### src/rtl/otp_stream_ctrl_pkg.sv
// Shared constants and FSM state type for the one-time-pad stream controller.
// Optional build macro: OTP_ZEROIZE_EN (scrub consumed pad material).
package otp_stream_ctrl_pkg;

  localparam int KEY_SIZE      = 16;
  localparam int OTP_KEY_DEPTH = 8;
  localparam int OTP_CRYPT_LAT = 1;

  typedef enum logic [1:0] {
    OTP_ST_IDLE = 2'd0,
    OTP_ST_RUN  = 2'd1,
    OTP_ST_HOLD = 2'd2
  } otp_state_e;

endpackage

### src/rtl/otp_key_fifo.sv
// Circular pad-word pool with push/pop, occupancy count and full/empty flags.
// Optional build macro: OTP_ZEROIZE_EN (popped slot cleared on the pop edge).
module otp_key_fifo
  import otp_stream_ctrl_pkg::*;
#(
  parameter int WIDTH = KEY_SIZE,
  parameter int DEPTH = OTP_KEY_DEPTH,
  localparam int AW = $clog2(DEPTH),
  localparam int CW = AW + 1
) (
  input  logic             clk,
  input  logic             rst,
  input  logic             push,
  input  logic [WIDTH-1:0] push_data,
  input  logic             pop,
  output logic [WIDTH-1:0] pop_data,
  output logic [CW-1:0]    count,
  output logic             full,
  output logic             empty
);

  logic [WIDTH-1:0] mem [DEPTH];
  logic [AW-1:0]    wr_ptr;
  logic [AW-1:0]    rd_ptr;
  logic             do_push;
  logic             do_pop;

  assign full     = (count == CW'(DEPTH));
  assign empty    = (count == '0);
  assign do_push  = push && !full && !rst;
  assign do_pop   = pop && !empty && !rst;
  assign pop_data = mem[rd_ptr];

  always_ff @(posedge clk) begin
    if (rst) begin
      wr_ptr <= '0;
      rd_ptr <= '0;
      count  <= '0;
    end else begin
      if (do_push) wr_ptr <= wr_ptr + 1'b1;
      if (do_pop)  rd_ptr <= rd_ptr + 1'b1;
      unique case ({do_push, do_pop})
        2'b10:   count <= count + 1'b1;
        2'b01:   count <= count - 1'b1;
        default: count <= count;
      endcase
    end
  end

  // Push and pop never hit the same slot: that needs an empty or full pool.
  always_ff @(posedge clk) begin
`ifdef OTP_ZEROIZE_EN
    if (do_pop) mem[rd_ptr] <= '0;
`endif
    if (do_push) mem[wr_ptr] <= push_data;
  end

endmodule

### src/rtl/otp_stream_ctrl.sv
// Pairs each message word with a fresh pad word, drives the cryptor, returns result.
// Optional build macro: OTP_ZEROIZE_EN (cryptor inputs cleared on result capture).
module otp_stream_ctrl
  import otp_stream_ctrl_pkg::*;
#(
  parameter int WIDTH     = KEY_SIZE,
  parameter int KEY_DEPTH = OTP_KEY_DEPTH,
  parameter int CRYPT_LAT = OTP_CRYPT_LAT,
  localparam int CW = $clog2(KEY_DEPTH) + 1,
  localparam int LW = (CRYPT_LAT > 1) ? $clog2(CRYPT_LAT) : 1
) (
  input  logic             clk,
  input  logic             rst,
  input  logic [WIDTH-1:0] key_in,
  input  logic             key_valid,
  output logic             key_ready,
  input  logic [WIDTH-1:0] msg_in,
  input  logic             msg_valid,
  output logic             msg_ready,
  output logic [WIDTH-1:0] data_out,
  output logic             out_valid,
  input  logic             out_ready,
  output logic [CW-1:0]    keys_avail,
  output logic             key_exhausted,
  output logic [WIDTH-1:0] cry_msg,
  output logic [WIDTH-1:0] cry_key,
  input  logic [WIDTH-1:0] cry_out
);

  otp_state_e       state;
  otp_state_e       state_nxt;
  logic [LW-1:0]    lat_cnt;
  logic [WIDTH-1:0] pad;
  logic             full;
  logic             empty;
  logic             accept;
  logic             capture;

  otp_key_fifo #(
    .WIDTH (WIDTH),
    .DEPTH (KEY_DEPTH)
  ) u_fifo (
    .clk       (clk),
    .rst       (rst),
    .push      (key_valid),
    .push_data (key_in),
    .pop       (accept),
    .pop_data  (pad),
    .count     (keys_avail),
    .full      (full),
    .empty     (empty)
  );

  assign key_ready     = !full;
  assign key_exhausted = empty;

  always_comb begin
    state_nxt = state;
    msg_ready = 1'b0;
    accept    = 1'b0;
    capture   = 1'b0;
    unique case (state)
      OTP_ST_IDLE: begin
        msg_ready = !empty;
        if (msg_valid && !empty) begin
          accept    = 1'b1;
          state_nxt = OTP_ST_RUN;
        end
      end
      OTP_ST_RUN: begin
        if (lat_cnt == LW'(CRYPT_LAT - 1)) begin
          capture   = 1'b1;
          state_nxt = OTP_ST_HOLD;
        end
      end
      OTP_ST_HOLD: begin
        if (out_ready) state_nxt = OTP_ST_IDLE;
      end
      default: state_nxt = OTP_ST_IDLE;
    endcase
  end

  always_ff @(posedge clk) begin
    if (rst) begin
      state     <= OTP_ST_IDLE;
      lat_cnt   <= '0;
      data_out  <= '0;
      out_valid <= 1'b0;
      cry_msg   <= '0;
      cry_key   <= '0;
    end else begin
      state <= state_nxt;
      if (accept) begin
        cry_msg <= msg_in;
        cry_key <= pad;
        lat_cnt <= '0;
      end
      if (state == OTP_ST_RUN && !capture) lat_cnt <= lat_cnt + 1'b1;
      if (capture) begin
        data_out  <= cry_out;
        out_valid <= 1'b1;
`ifdef OTP_ZEROIZE_EN
        cry_msg   <= '0;
        cry_key   <= '0;
`endif
      end
      if (state == OTP_ST_HOLD && out_ready) out_valid <= 1'b0;
    end
  end

endmodule

### config.mk
export PLATFORM = sky130hd
export DESIGN_NAME = otp_stream_ctrl
export DESIGN_NICKNAME = d
export VERILOG_FILES = /design/src/rtl/otp_stream_ctrl_pkg.sv /design/src/rtl/otp_key_fifo.sv /design/src/rtl/otp_stream_ctrl.sv
export SDC_FILE = /design/constraint.sdc
export NUM_CORES = 1
export LEC_CHECK = 0
export ABC_AREA = 0
export CAP_MARGIN = 0
export CORE_MARGIN = 2
export CORE_UTILIZATION = 58
export CTS_CLUSTER_SIZE = 25
export DETAILED_ROUTE_END_ITERATION = 10
export PLACE_DENSITY_LB_ADDON = 0.3
export SLEW_MARGIN = 20
export SYNTH_ARGS = -nofsm -noshare
export SYNTH_HDL_FRONTEND = slang
export SYNTH_HIERARCHICAL = 1
export SYNTH_SLANG_ARGS = --single-unit
### constraint.sdc
create_clock -name clk -period 6.5 [get_ports clk]
set_input_delay 1.3 -clock clk [delete_from_list [all_inputs] [get_ports clk]]
set_output_delay 1.3 -clock clk [all_outputs]
set_load 0.01 [all_outputs]
==> qor.tcl, run 1 <==
set qor(run_status) {finished clean}
set qor(place_ws_ns) 1.601
set qor(detail_route.first_pass.iterations) 4
set qor(cts-buffers-inserted) 17
set qor(ratio_of_total_power_to_cell_area_mw_per_mm2) 271.7
set qor(p_switching_uw) 518.0
set qor(rsz0062_at_grt) {no}
set qor(wl_per_cell_um) 18.98
set qor(cts_hold_buffers) 0
set qor(initial_utilization) 0.5938
set qor(placedInstanceArea_mm2) 0.008636
set qor(fin_ws_ns) 2.025
set qor(synth_edf_count) 128
set qor(fin_cells) 780
set qor(synthSimpleGateAreaFrac) 0.08265
set qor(instance_count_of_the_mapped_netlist) 495
set qor(placeableCoreArea_mm2) 0.01257
set qor(p_seq_frac) 0.541
set qor(crit_required_ns) 6.81
set qor(buffer_ports.inserted) 108
set qor(worstMarginPinSlew_ns) 1.106
set qor(finalWeightedCongestion) 0.7470
set qor(h-tree-depth) 4
set qor(final-hold-violation-count) 0
set qor(vdd_drop_max_mv) 0.2057
set qor(clock_skew_ns) 0.006061
set qor(synthesis.area_per_instance_um2) 15.08
set qor(criticalPathCategory) {input port to register}
set qor(period_needed_ns) 4.475
set qor(synth_top_cells_by_area) {sky130_fd_sc_hd__edfxtp_1, sky130_fd_sc_hd__dfxtp_1, sky130_fd_sc_hd__mux4_1, sky130_fd_sc_hd__nand2_1, sky130_fd_sc_hd__a21oi_1}
set qor(floorplan.die.width_um) 117.4
set qor(maxSlewViolCount) 0
set qor(clock_tree.buffer_depth) 2
set qor(postSynthNetCount) 553
set qor(synth_compound_area_frac) 0.04593
set qor(max_freq_mhz) 223.5
set qor(antenna_left) 0
set qor(grt_first_pass_wirelength_um) 23200
set qor(via_count_of_the_first_global_routing_pass) 4257
set qor(placementRows) 41
set qor(synth_area_leader_cell) {sky130_fd_sc_hd__edfxtp_1}
set qor(path_category_of_the_worst_min_delay_check) {register to register}
set qor(finalHoldWorstSlack_ns) 0.4540
set qor(layout.core_utilization) 0.7309
set qor(antenna_cells) 0
set qor(netlist.area_leader.share) 0.5150
set qor(setup_tns_ns) 0
set qor(cp-start-kind) {input port}
set qor(synth_fa_ha_area_frac) 0.008382
set qor(yosys_register_bits) 193
set qor(synthMuxAreaShare) 0.1390
set qor(end_kind) {register}
set qor(chipHeight_um) 117.4
set qor(yosysSeqAreaShare) 0.6894
set qor(cp_max_fo) 33
set qor(tritoncts) {built}
set qor(p_int_mw) 1.978
set qor(power.share.combinational) 0.071
set qor(report.final.setup_viol) 0
set qor(synth_xor_xnor_area_share) 0.007041
set qor(route.vias.total) 4326
set qor(place.detailed.hpwl_um) 9077
set qor(layout_worst_path_cycle_share) 0.6884
set qor(nets) 655
set qor(post_synth_instance_area_mm2) 0.007463
set qor(power_switching_share) 0.2075
set qor(detail_route.iter0.violations) 303
set qor(numClockSinks) 193
set qor(async_reset_ff_frac) 0
set qor(cts_root_buffer) {sky130_fd_sc_hd__clkbuf_16}
set qor(postSynth.topFlopCell) {sky130_fd_sc_hd__edfxtp_1}
set qor(grt_overflow_total) 0
set qor(power.total_mw) 2.496
set qor(drive_above_1_share) 0.1053
set qor(leakage_nw) 3.000
set qor(clk_transition_reported_paths_ns) 0.06
set qor(timing.max_slew.rel_slack) 0.2627
set qor(yosys_warnings) 6
set qor(floorplan.die_area_mm2) 0.01379
set qor(routed_wirelength_um) 14810
set qor(via_per_inst) 5.546
set qor(clock_power_share) 0.388
set qor(worst_skew_pair.late_latency_ns) 0.42
set qor(grt_antenna_before_repair) 0
set qor(post_cts.resized_instances) 0
set qor(synth.lib_cells_used.distinct) 39
set qor(dp.cells) 750
set qor(synth_top_family_by_area) {multiplexers}
set qor(grt_start_max_net_pins) 70
set qor(io-pin-count) 109
set qor(cts_post_setup_buffers_inserted) 0
set qor(remaining_drc_errors) 0
set qor(arrival_ns) 4.79
set qor(grt_util_all_layers) 0.2244
set qor(final_design_area_no_fill_mm2) 0.009186
set qor(drv.max_cap_violation_count) 0
set qor(area_growth_pct) 23.08
path summary, 6_finish.rpt:
kind	start	endpoint	slack, ns	depth (start not counted)
max	msg_valid	u_fifo/count[3]	2.03	9
min	data_out[11]	data_out[11]	0.45	2
max reg2reg	u_fifo/count[0]	u_fifo/count[3]	2.48	10
min reg2reg	data_out[11]	data_out[11]	0.45	2
layer usage:
layer,up-vias,GRT usage,share of wire
met4,0,0.07756,0.010
met1,2109,0.3063,0.43
met2,165,0.3545,0.49
met3,11,0.05934,0.076
met5,-,0,0
li1,2041,-,-
kinds of logic after synthesis:
logic type / count (synthesis)
simple gates: 142
buf+inv: 34
flops: 193
compound gates: 64
mux: 51
xor+xnor: 6
fa+ha+maj: 5
power groups by stage:
stage	sequential [mW]	combinational, mW	clock (mW)
4_1_cts	1.35	0.177	0.990
5_1_grt	1.35	0.191	1.04
6_report	1.35	0.176	0.969
3_3_place_gp	1.38	0.170	0
3_5_place_dp	1.38	0.176	0
2_1_floorplan	1.38	0.0799	0
cells in the mapped netlist (2+ instances only):
| cell type | n |
|---|---|
| sky130_fd_sc_hd__a21oi_1 | 55 |
| sky130_fd_sc_hd__a31oi_1 | 2 |
| sky130_fd_sc_hd__buf_1 | 4 |
| sky130_fd_sc_hd__buf_2 | 4 |
| sky130_fd_sc_hd__buf_6 | 9 |
| sky130_fd_sc_hd__clkbuf_1 | 10 |
| sky130_fd_sc_hd__dfxtp_1 | 65 |
| sky130_fd_sc_hd__edfxtp_1 | 128 |
| sky130_fd_sc_hd__ha_1 | 5 |
| sky130_fd_sc_hd__inv_1 | 5 |
| sky130_fd_sc_hd__mux2_2 | 17 |
| sky130_fd_sc_hd__mux2i_1 | 2 |
| sky130_fd_sc_hd__mux4_1 | 28 |
| sky130_fd_sc_hd__mux4_2 | 4 |
| sky130_fd_sc_hd__nand2_1 | 100 |
| sky130_fd_sc_hd__nand2b_1 | 3 |
| sky130_fd_sc_hd__nand3_1 | 2 |
| sky130_fd_sc_hd__nor2_1 | 17 |
| sky130_fd_sc_hd__nor2b_1 | 5 |
| sky130_fd_sc_hd__nor3_1 | 4 |
| sky130_fd_sc_hd__o21ai_0 | 3 |
| sky130_fd_sc_hd__or3_1 | 2 |
| sky130_fd_sc_hd__xor2_1 | 5 |
state kept, by name, indices dropped and copies added, names as in the netlist, named ones only:
name           cells
u_fifo/mem       128
cry_key           16
cry_msg           16
data_out          16
u_fifo/count       4
u_fifo/rd_ptr      3
u_fifo/wr_ptr      3
state              2
lat_cnt            1
out_valid          1
final cells by class:
| class | instances | area (um2) |
|---|---|---|
| Clock buffer | 17 | 425.4 |
| Multi-Input combinational cell | 268 | 2150 |
| Timing Repair Buffer | 111 | 1101 |
| Tap cell | 172 | 215.2 |
| Sequential cell | 193 | 5145 |
| Clock inverter | 13 | 122.6 |
| Inverter | 6 | 27.53 |
| Fill cell | 785 | 3382 |
cells in the final DEF, fill, tap and decap left out, types with 2 or more instances in the layout:
cell type,count
sky130_fd_sc_hd__dfxtp_1,65
sky130_fd_sc_hd__mux2_2,17
sky130_fd_sc_hd__inv_1,5
sky130_fd_sc_hd__clkinv_1,5
sky130_fd_sc_hd__nor2b_1,5
sky130_fd_sc_hd__mux2i_1,2
sky130_fd_sc_hd__edfxtp_1,128
sky130_fd_sc_hd__xor2_1,5
sky130_fd_sc_hd__nor3_1,2
sky130_fd_sc_hd__clkbuf_16,17
sky130_fd_sc_hd__ha_1,5
sky130_fd_sc_hd__clkinv_4,2
sky130_fd_sc_hd__or3_1,2
sky130_fd_sc_hd__clkinvlp_4,4
sky130_fd_sc_hd__nor2_2,6
sky130_fd_sc_hd__buf_4,4
sky130_fd_sc_hd__a21oi_1,55
sky130_fd_sc_hd__nand2b_1,3
sky130_fd_sc_hd__clkdlybuf4s50_1,107
sky130_fd_sc_hd__o21ai_0,3
sky130_fd_sc_hd__a31oi_1,2
sky130_fd_sc_hd__nor3_4,2
sky130_fd_sc_hd__nand2_1,100
sky130_fd_sc_hd__nand3_1,2
sky130_fd_sc_hd__nor2_1,11
sky130_fd_sc_hd__mux4_1,28
sky130_fd_sc_hd__mux4_2,4
sky130_fd_sc_hd__bufinv_16,2
worst max-delay path, stage by stage:
cell and delay, ns:
sky130_fd_sc_hd__clkdlybuf4s50_1 0.42, sky130_fd_sc_hd__or4b_1 0.90, sky130_fd_sc_hd__clkinv_4 0.47, sky130_fd_sc_hd__o41ai_2 0.21, sky130_fd_sc_hd__nor2_1 0.13, sky130_fd_sc_hd__ha_1 0.41
sky130_fd_sc_hd__or3_1 0.41, sky130_fd_sc_hd__o32ai_1 0.15, sky130_fd_sc_hd__mux2_2 0.37
Note: power is estimated with default switching activity, not from simulation.
==> inputs of run 2 (changes only) <==
--- a/config.mk
+++ b/config.mk
@@ -8,7 +8,7 @@
 export ABC_AREA = 0
 export CAP_MARGIN = 0
 export CORE_MARGIN = 2
-export CORE_UTILIZATION = 58
+export CORE_UTILIZATION = 49
 export CTS_CLUSTER_SIZE = 25
 export DETAILED_ROUTE_END_ITERATION = 10
 export PLACE_DENSITY_LB_ADDON = 0.3
==> constraint.sdc (replaced) <==
create_clock -name clk -period 3.65 [get_ports clk]
set_input_delay 0.73 -clock clk [delete_from_list [all_inputs] [get_ports clk]]
set_output_delay 0.73 -clock clk [all_outputs]
set_load 0.01 [all_outputs]
==> run 2 against run 1 <==
  * Final cell count rose by 3.6%
  * Largest power group unchanged
  * Clock skew barely moved
  * Total power rose by 82%
  * Critical endpoint unchanged
  * Critical path depth did not move
  * Highest routed layer unchanged
  * Sequential power rose by 78%
  * Worst setup slack got worse by 1.4 ns
  * Global-route usage fell by 3.5 points
  * Wire length fell by 0.95%
==> qor.tcl, run 2 (synthesis gave the netlist of run 1 again) <==
set qor(p_seq_frac) 0.528
set qor(initial_utilization) 0.4965
set qor(antenna_left) 0
set qor(chipHeight_um) 127.4
set qor(ratio_of_total_power_to_cell_area_mw_per_mm2) 489.2
set qor(fin_cells) 808
set qor(floorplan.die.width_um) 127.4
set qor(layout.cells.most_common_list) {sky130_fd_sc_hd__edfxtp_1, sky130_fd_sc_hd__clkdlybuf4s50_1, sky130_fd_sc_hd__nand2_1, sky130_fd_sc_hd__dfxtp_1, sky130_fd_sc_hd__a21oi_1}
set qor(wl_per_cell_um) 18.15
set qor(grt_overflow_total) 0
set qor(mostFrequentLayoutCell) {sky130_fd_sc_hd__edfxtp_1}
set qor(placedInstanceArea_mm2) 0.008703
set qor(grt_util_all_layers) 0.1896
set qor(worstMarginPinSlew_ns) 0.9517
set qor(setup_tns_ns) 0
set qor(buffer_ports.inserted) 108
set qor(run_status) {finished clean}
set qor(timing.max_slew.rel_slack) 0.3647
set qor(clock_tree.buffer_depth) 2
set qor(clock_power_share) 0.403
set qor(cts_root_buffer) {sky130_fd_sc_hd__clkbuf_16}
set qor(vdd_drop_max_mv) 0.3333
set qor(final_design_area_no_fill_mm2) 0.009286
set qor(max_freq_mhz) 334.2
set qor(h-tree-depth) 4
set qor(numClockSinks) 193
set qor(placementRows) 45
set qor(criticalPathCategory) {input port to register}
set qor(grt_first_pass_wirelength_um) 23100
set qor(place.detailed.hpwl_um) 8905
set qor(area_growth_pct) 24.43
set qor(maxSlewViolCount) 0
set qor(detail_route.iter0.violations) 205
set qor(crit_required_ns) 3.97
set qor(arrival_ns) 3.31
set qor(worst_skew_pair.late_latency_ns) 0.43
set qor(finalWeightedCongestion) 0.7481
set qor(largest_register) {u_fifo/mem}
set qor(leakage_nw) 3.093
set qor(power_switching_share) 0.2160
set qor(p_switching_uw) 981.0
set qor(layout_worst_path_cycle_share) 0.8199
set qor(clk_transition_reported_paths_ns) 0.07
set qor(drive_above_1_share) 0.1145
set qor(r2r_slack_ns) 0.74
set qor(placeableCoreArea_mm2) 0.01503
set qor(nets) 665
set qor(tritoncts) {built}
set qor(report.final.setup_viol) 0
set qor(p_int_mw) 3.562
set qor(io-pin-count) 109
set qor(grt_antenna_before_repair) 0
set qor(antenna_cells) 0
set qor(dp.cells) 776
set qor(remaining_drc_errors) 0
set qor(rsz0062_at_grt) {no}
set qor(clock_skew_ns) 0.006440
set qor(layout.core_utilization) 0.6177
set qor(grt_start_max_net_pins) 54
set qor(end_kind) {register}
set qor(post_cts.resized_instances) 0
set qor(power.share.combinational) 0.069
set qor(drv.max_cap_violation_count) 0
set qor(path_category_of_the_worst_min_delay_check) {register to register}
set qor(cts-buffers-inserted) 17
set qor(via_per_inst) 5.335
set qor(final-hold-violation-count) 0
set qor(cp_max_fo) 6
set qor(route.vias.total) 4311
set qor(routed_wirelength_um) 14670
set qor(largest_register_ffs) 128
set qor(cts_hold_buffers) 0
set qor(cp-start-kind) {input port}
set qor(via_count_of_the_first_global_routing_pass) 4293
set qor(floorplan.die_area_mm2) 0.01623
set qor(cts_post_setup_buffers_inserted) 0
set qor(period_needed_ns) 2.993
set qor(detail_route.first_pass.iterations) 4
[run 2: changes by cell type in the layout (fill, tap and decap cells not counted), sizes merged]
cell and delta:
inv +6, clkinv -2, clkinvlp -4, clkbuf +2, buf +10
[run 2: worst max-delay path: stages]
cell and delay, ns:
sky130_fd_sc_hd__clkdlybuf4s50_1 0.48, sky130_fd_sc_hd__or4b_1 0.51, sky130_fd_sc_hd__clkinv_4 0.08, sky130_fd_sc_hd__o41ai_2 0.11
sky130_fd_sc_hd__nor2_1 0.16, sky130_fd_sc_hd__ha_1 0.32, sky130_fd_sc_hd__or3_1 0.40, sky130_fd_sc_hd__o32ai_1 0.15
sky130_fd_sc_hd__mux2_2 0.37
[run 2: power groups by stage]
stage / clock network, mW / logic, mW / registers, mW
after floorplan: 0 / 0.142 / 2.46
after global placement: 0 / 0.309 / 2.44
after detailed placement: 0 / 0.316 / 2.45
after CTS: 1.87 / 0.318 / 2.40
after global routing: 1.95 / 0.343 / 2.40
final: 1.83 / 0.314 / 2.40
[run 2: area by class of cell]
cell class	instances	area, um2
flip-flops and latches	193	5145
clock inverters	13	150.1
clock buffers	19	432.9
repair buffers	121	1174
fillers	1113	5747
inverters	6	27.53
multi-input cells	268	2122
well taps	188	235.2
[run 2: path summary, 6_finish.rpt]
check,from,endpoint,cells past startpoint
setup / recovery,msg_valid,u_fifo/count[3],9
hold / removal,cry_key[13],cry_key[13],2
setup reg to reg,u_fifo/count[1],u_fifo/count[3],9
hold reg to reg,cry_key[13],cry_key[13],2
[run 2: metrics by stage]
stage                     hold WS, ns  setup WS (ns)  power [mW]
after floorplan                0.4779         0.5266       2.598
after global placement         0.4421         0.2625       2.753
after detailed placement       0.4487         0.2444       2.763
after CTS                      0.4584         0.6752       4.582
after global routing           0.4704         0.5021       4.696
final                          0.4559         0.6574       4.543
[run 2: per-layer routing]
layer / track usage / up-vias / wire (um) / share of wire
li1: - / 2067 / - / -
met5: 0 / - / 0 / 0
met3: 0.03978 / 21 / 838 / 0.057
met1: 0.2358 / 2088 / 6371 / 0.43
met2: 0.3275 / 135 / 7190 / 0.49
met4: 0.07304 / 0 / 264 / 0.018
